[config.mk]
export PLATFORM = sky130hd
export DESIGN_NAME = octree_fifo_reader
export DESIGN_NICKNAME = d
export VERILOG_FILES = /design/src/rtl/octree_fifo_reader.sv
export SDC_FILE = /design/constraint.sdc
export NUM_CORES = 1
export LEC_CHECK = 0
export BUFFER_PORTS_ARGS = -buffer_cell sky130_fd_sc_hd__buf_2
export CORE_UTILIZATION = 47
export DETAILED_ROUTE_END_ITERATION = 10
export GPL_ROUTABILITY_DRIVEN = 0
export PLACE_DENSITY = 0.82
export SYNTH_ARGS = -nofsm -noshare
export SYNTH_HDL_FRONTEND = slang
export SYNTH_SLANG_ARGS = --single-unit
[constraint.sdc]
create_clock -name clk -period 1.5 [get_ports clk]
set_input_delay 0.3 -clock clk [delete_from_list [all_inputs] [get_ports clk]]
set_output_delay 0.3 -clock clk [all_outputs]
set_load 0.01 [all_outputs]
[src/rtl/octree_fifo_reader.sv]
// Read master for a registered-output FIFO, 2-entry skid buffer, valid/ready out.
// Ports: clk, rst, fifo_empty/fifo_rd_en/fifo_rdata, flush, m_valid/m_ready/m_data, busy, rd_cnt (OCTREE_FIFO_RD_CNT_EN).
module octree_fifo_reader #(
  parameter int DATA_WIDTH = 8
) (
  input  logic                  clk,
  input  logic                  rst,
  input  logic                  fifo_empty,
  output logic                  fifo_rd_en,
  input  logic [DATA_WIDTH-1:0] fifo_rdata,
  input  logic                  flush,
  output logic                  m_valid,
  input  logic                  m_ready,
  output logic [DATA_WIDTH-1:0] m_data,
  output logic                  busy
`ifdef OCTREE_FIFO_RD_CNT_EN
  ,
  output logic [31:0]           rd_cnt
`endif
);

  logic [DATA_WIDTH-1:0] mem_q [2];
  logic [1:0] occ;
  logic       inflight;
  logic       drop;
  logic       wr_idx;
  logic       rd_idx;

  logic       pop;
  logic       push;
  logic [1:0] level;

  // Slots committed once this cycle settles; a read is only
  // issued when its word is sure to find a free slot.
  always_comb begin
    pop        = m_valid && m_ready;
    push       = inflight && !drop && !flush;
    level      = occ + {1'b0, inflight} - {1'b0, pop};
    fifo_rd_en = !fifo_empty && !flush && !rst && (level <= 2'd1);
  end

  assign m_valid = (occ != 2'd0);
  assign m_data  = mem_q[rd_idx];
  assign busy    = (occ != 2'd0) || inflight;

  always_ff @(posedge clk) begin
    if (rst) begin
      occ      <= 2'd0;
      inflight <= 1'b0;
      drop     <= 1'b0;
      wr_idx   <= 1'b0;
      rd_idx   <= 1'b0;
      mem_q[0] <= '0;
      mem_q[1] <= '0;
    end else begin
      inflight <= fifo_rd_en;
      // Marks a word caught in flight by a flush; it is a
      // one-cycle guard since no read is issued while flushing.
      drop     <= flush && inflight;
      if (flush) begin
        occ    <= 2'd0;
        wr_idx <= 1'b0;
        rd_idx <= 1'b0;
      end else begin
        if (push) begin
          mem_q[wr_idx] <= fifo_rdata;
          wr_idx        <= ~wr_idx;
        end
        if (pop) begin
          rd_idx <= ~rd_idx;
        end
        occ <= occ + {1'b0, push} - {1'b0, pop};
      end
    end
  end

`ifdef OCTREE_FIFO_RD_CNT_EN
  always_ff @(posedge clk) begin
    if (rst) begin
      rd_cnt <= 32'd0;
    end else if (pop) begin
      rd_cnt <= rd_cnt + 32'd1;
    end
  end
`endif

  a_occ_ovf: assert property (
    @(posedge clk) disable iff (rst)
    !(push && !pop && occ == 2'd2)
  );

endmodule
==> reports/summary.txt, run 1 <==
Register Area: 632 µm²
Number of vias per cell: 5.19
Synth Area per Inst: 12.5 µm²
Final worst-path cycle share: 1.16
Core area: 2040 µm²
Initial Util: 0.521
Ports: 24
Yosys cell types: 30
Initial antenna violation count: 0
Largest net degree at the start of global routing: 14
Synth-to-Final Area Change: 41.0%
Maxcap violations: 0
Count leader, synth: and2_1
TritonCTS sink count: 23
Multi-input combinational cell area: 493 µm²
WL final: 2200 µm
Non-Filler Instances: 154
Max-slew headroom: 0.814
Detail Route Antenna Nets: 0
Mapped Cells: 85
Yosys Warn Count: 0
GRT overflow: 0
Startpoint Class: flip-flop
FILL cells: 138
DP HPWL: 1430 µm
Sequential element share of the synthesized area: 0.583
Leak pwr: 0.652 nW
First-pass GRT wire length: 3180 µm
Vias in the first global route: 703
Critical path's slowest cell: dfxtp_2
Root buf cell: clkbuf_4
GRT Util Overall: 0.179
CTS max path bufs: 2
CTS tree: yes
DR WL/cell: 14.3 µm
IO Port Bufs: 23
H-tree levels: 1
Final hold vios: 0
Die area: 2460 µm²
Number of synthesized flops with an enable pin: 16
Cell-by-cell trace of the critical path: buf_6 > and4_1 > nor3_2 > nor4_1 > buf_2
CTS Buf Count: 3
WHS: 0.142 ns
Nets: 142
Chip Width: 49.6 µm
DRC viols: 0
Setup CP Type: reg -> out
Final worst setup slack: -0.242 ns
CP arrival: 1.44 ns
Clock transition at path regs: 0.12 ns
Layout cells sized above 1: 0.551
Hold/Removal Path Class: in -> reg
Vias: 800
Clk_skew: 0.00182 ns
Worst Setup End Kind: primary output
Async S/R FF share, synth: 0
VDD IR max: 0.000666 V
Drt pass-1 iters: 4
Syn nets: 99
Iteration-0 DRC Markers: 13
#FFs+latches synth: 23
Status: complete, but fails checks
Max Fclk: 0.574 GHz
Pwr Density: 758 nW/µm²
Top post-synthesis cells by count: 17 x and2_1, 16 x edfxtp_1, 8 x mux2_2
Tmin final: 1.74 ns
RSZ-0062 raised after global routing: yes
Diode count: 0
Slowest cell delay on critical path: 0.36 ns
Violated checks: setup timing
Synthesized area: 1060 µm²
Synth top area cells: edfxtp_1 45%, dfxtp_1 13%, and2_1 10%, mux2_2 8.5%, nor3b_2 2.4%
Cell taking the most area after synthesis: edfxtp_1
Top-area cell type share of the netlist area: 0.451
Num rows: 16
Ys flop type: edfxtp_1
Final setup viols: 11
Slew Limit Fails: 0
Critical Path RT: 1.20 ns
Crit Path Max Fanout: 5
Dpl cells: 145
Least-Margin Pin Slew: 0.279 ns
Clk_lat worst skew: 0.31 ns
Die Ht: 49.6 µm
cell type report:
type	count	area share
clock inverters	1	0.00333
flip-flops and latches	23	0.421
repair buffers	41	0.208
clock buffers	3	0.0150
inverters	1	0.00250
well taps	27	0.0225
multi-input cells	58	0.328
sequential cells by signal, summed over array words and instances (netlist names), named ones only:
signal	flops
drop	1
rd_idx	1
inflight	1
occ	2
wr_idx	1
mem_q	16
report_power, final:
group	internal, W	switching [W]
Clock	0.0000998	0.000186
Sequential	0.000696	0.00000939
Combinational	0.0000844	0.0000630
metal layers:
layer | vias to the layer above | wire (µm) | track usage
met2 | 30 | 1170 | 0.309
met1 | 376 | 907 | 0.214
met4 | 0 | 25 | 0.0714
li1 | 387 | - | -
met3 | 7 | 100 | 0.0401
met5 | - | 0 | 0
through the flow:
step / power [W] / setup TNS [ns] / util / cell area (µm²) / setup slack [ns]
2_1_floorplan: 0.000775 / 0 / - / 1070 / 0.00780
3_3_place_gp: 0.000825 / 0 / 0.637 / 1300 / 0.0332
3_5_place_dp: 0.000830 / -0.0467 / 0.637 / 1300 / -0.0467
4_1_cts: 0.00113 / -0.465 / 0.705 / 1440 / -0.222
5_1_grt: 0.00118 / -0.970 / 0.735 / 1500 / -0.290
6_report: 0.00114 / -0.462 / 0.735 / 1500 / -0.242
worst max-delay path, delay by kind of cell, from the launching register on:
kind / cells / cell delay [ns]
buffers and inverters: 2 / 0.28
DFF: 1 / 0.36
and+or+nand+nor: 3 / 0.49
kinds of logic after synthesis:
| logic type | share of synthesized area |
|---|---|
| and+or+nand+nor | 0.231 |
| DFF | 0.583 |
| muxes | 0.0940 |
| AOI/OAI and AO/OA | 0.0329 |
| buffers and inverters | 0.0223 |
| xor gates and xnor gates | 0.0247 |
| adders and majority gates | 0.0117 |
timing repair:
action | 4_1_cts | 5_1_grt
setup endpoints to repair | 11 | 11
pin swaps | 1 | 4
resized for setup | 23 | 10
hold buffers | 0 | 0
cloned | 0 | 0
buffers inserted | 2 | 3
placed cells by master, fill, tap and decap left out, types with 2 or more instances in the layout:
| master | Yosys | final |
|---|---|---|
| nor4_1 | 2 | 2 |
| buf_2 | 1 | 15 |
| or3_1 | 2 | 2 |
| edfxtp_1 | 16 | 16 |
| buf_6 | 1 | 11 |
| and2_1 | 17 | 17 |
| nor3_1 | 4 | 3 |
| nor3_2 | 1 | 2 |
| mux2_4 | 0 | 8 |
| dfxtp_4 | 0 | 2 |
| nor3b_2 | 2 | 2 |
| buf_4 | 0 | 15 |
| dfxtp_2 | 0 | 3 |
| nand2_1 | 4 | 3 |
| dfxtp_1 | 7 | 2 |
| clkbuf_4 | 0 | 3 |
| xnor2_1 | 2 | 2 |
path summary, 6_finish.rpt:
check             start          to  slack, ns  cells past startpoint
max              occ[1]  fifo_rd_en      -0.24                      5
min          fifo_empty    inflight       0.14                      2
max reg2reg      occ[1]      occ[1]          0                      6
min reg2reg      rd_idx      rd_idx       0.59                      2
(Power assumes the default switching activity.)
==> inputs of run 2 (changes only) <==
--- a/config.mk
+++ b/config.mk
@@ -6,10 +6,11 @@
 export NUM_CORES = 1
 export LEC_CHECK = 0
 export BUFFER_PORTS_ARGS = -buffer_cell sky130_fd_sc_hd__buf_2
-export CORE_UTILIZATION = 47
+export CORE_UTILIZATION = 49
+export CTS_BUF_LIST = sky130_fd_sc_hd__clkbuf_4 sky130_fd_sc_hd__clkbuf_8
 export DETAILED_ROUTE_END_ITERATION = 10
 export GPL_ROUTABILITY_DRIVEN = 0
-export PLACE_DENSITY = 0.82
+export PLACE_DENSITY = 0.84
 export SYNTH_ARGS = -nofsm -noshare
 export SYNTH_HDL_FRONTEND = slang
 export SYNTH_SLANG_ARGS = --single-unit
==> run 2 against run 1 <==
Sequential power hardly changed. Sequential cell count stayed put. Hold slack better by 0.0048 ns. Total power is 0.53% higher. Critical path type unchanged. Non-clock buffer count stayed put. Clock skew is 0.0031 ns higher. Worst setup slack better by 0.074 ns. Combinational power is 3% lower. The flow still finishes with violations (setup timing). Fmax is 4.4% higher. Highest routed layer unchanged.
==> reports/summary.txt, run 2 (synthesized netlist as in run 1, its figures left out) <==
Status: complete, but fails checks
Violated checks: setup timing
Worst Setup End Kind: primary output
TritonCTS sink count: 23 (unchanged)
Final worst-path cycle share: 1.11 (-0.0491)
Slew Limit Fails: 0 (unchanged)
Dpl cells: 145 (unchanged)
GRT overflow: 0 (unchanged)
Max-slew headroom: 0.832 (+0.0176)
CP arrival: 1.37 ns (-0.07 ns)
Drt pass-1 iters: 4 (unchanged)
WL final: 2260 µm (+2.8%)
Commonest cells after routing, fill and taps aside: 17 x and2_1, 16 x edfxtp_1, 15 x buf_4, 14 x buf_2, 12 x buf_6
Startpoint Class: flip-flop
First-pass GRT wire length: 3750 µm (+18%)
H-tree levels: 1 (unchanged)
CTS max path bufs: 2 (unchanged)
Root buf cell: clkbuf_4
Max Fclk: 0.599 GHz (+4.4%)
Detail Route Antenna Nets: 0 (unchanged)
WHS: 0.147 ns (+0.00477 ns)
DP HPWL: 1640 µm (+15%)
Crit Path Max Fanout: 5 (unchanged)
RSZ-0062 raised after global routing: yes
Ports: 24 (unchanged)
Vias in the first global route: 829 (+18%)
Hold/Removal Path Class: in -> reg
Final setup viols: 11 (unchanged)
VDD IR max: 0.000635 V (-4.8%)
Core area: 2000 µm² (-2.0%)
CTS Buf Count: 3 (unchanged)
Die Ht: 48.6 µm (-2.0%)
Number of vias per cell: 5.19 (-0.13%)
CTS tree: yes
Leak pwr: 0.656 nW (+0.56%)
Final worst setup slack: -0.169 ns (+0.0737 ns)
Commonest non-fill, non-tap cell in the layout: and2_1
Largest registers: mem_q (16), occ (2)
Hold_buf cts: 0 (unchanged)
Die area: 2360 µm² (-3.9%)
DRC viols: 0 (unchanged)
Critical path's slowest cell: dfxtp_2
Vias: 799 (-0.13%)
Diode count: 0 (unchanged)
Slowest cell delay on critical path: 0.35 ns (about the same)
Nets: 142 (unchanged)
IO Port Bufs: 23 (unchanged)
Chip Width: 48.6 µm (-2.0%)
DP Area: 1300 µm² (unchanged)
Clk_lat worst skew: 0.30 ns (about the same)
Biggest register: mem_q
Maxcap violations: 0 (unchanged)
DR WL/cell: 14.7 µm (+2.8%)
Initial Util: 0.532 (+0.0104)
Initial antenna violation count: 0 (unchanged)
Tmin final: 1.67 ns (-0.0737 ns)
Cell-by-cell trace of the critical path: buf_6 > and4_1 > nor3_2 > nor4_1 > buf_2
Final hold vios: 0 (unchanged)
Synth-to-Final Area Change: 41.5%
Critical Path RT: 1.20 ns (about the same)
GRT Util Overall: 0.209 (+0.0297)
Setup CP Type: reg -> out
Cell area after layout: 1510 µm² (+0.33%)
Max reg flops: 16 (unchanged)
Clock transition at path regs: 0.12 ns (about the same)
Num rows: 16 (unchanged)
Layout cells sized above 1: 0.543 (-0.00787)
Iteration-0 DRC Markers: 15 (+2)
Overall Power: 0.00114 W (+0.53%)
Clk_skew: 0.00494 ns (+0.00312 ns)
Non-Filler Instances: 154 (unchanged)
Pwr Density: 760 nW/µm² (+0.20%)
Least-Margin Pin Slew: 0.251 ns (-0.0271 ns)
Largest net degree at the start of global routing: 13 (-1)
-- run 2: changes by cell type in the layout (fill, tap and decap cells not counted), sizes merged --
cell / change
clkinv: -1
clkbuf: +1
-- run 2: area by class of cell --
class | count | area (µm²)
Inverter | 1 | 3.75
Multi-Input combinational cell | 58 | 490
Tap cell | 27 | 33.8
Fill cell | 126 | 495
Timing Repair Buffer | 41 | 318
Sequential cell | 23 | 631
Clock buffer | 4 | 30.0
-- run 2: metrics by stage --
| stage | setup WS (ns) | setup TNS, ns | util |
|---|---|---|---|
| 2_1_floorplan | 0.00780 | 0 | - |
| 3_3_place_gp | 0.0453 | 0 | 0.649 |
| 3_5_place_dp | -0.0140 | -0.0140 | 0.649 |
| 4_1_cts | -0.179 | -0.455 | 0.744 |
| 5_1_grt | -0.276 | -1.02 | 0.753 |
| 6_report | -0.169 | -0.424 | 0.753 |
-- run 2: where the power goes --
group	switching, W	internal [W]
Clock	0.000175	0.000122
Combinational	0.0000612	0.0000812
Sequential	0.0000104	0.000696
-- run 2: critical path: cells and delay by family (launching register included) --
kind / cells / cell delay, ns
buf+inv: 2 / 0.26
flops: 1 / 0.35
simple gates: 3 / 0.45
-- run 2: final timing paths --
| kind | start | slack [ns] | end | cells after the start |
|---|---|---|---|---|
| worst min register to register | inflight | 0.51 | drop | 2 |
| worst max-delay path | occ[0] | -0.17 | fifo_rd_en | 5 |
| worst min-delay path | fifo_empty | 0.15 | inflight | 2 |
| worst max register to register | occ[0] | -0.03 | occ[1] | 7 |
-- run 2: timing repair --
item,CTS,global route
hold endpoints to repair,0,0
setup endpoints to repair,11,12
resized for setup,30,2
pin swaps,4,2
setup buffers,4,1
-- run 2: layer usage --
layer  vias up  routed length [µm]  track usage  share of wire
li1        387                   -            -              -
met1       387                 943        0.254           0.42
met2        21                1230        0.370           0.54
met3         4                  60       0.0314          0.027
met4         0                  27       0.0784          0.012
met5         -                   0            0              0
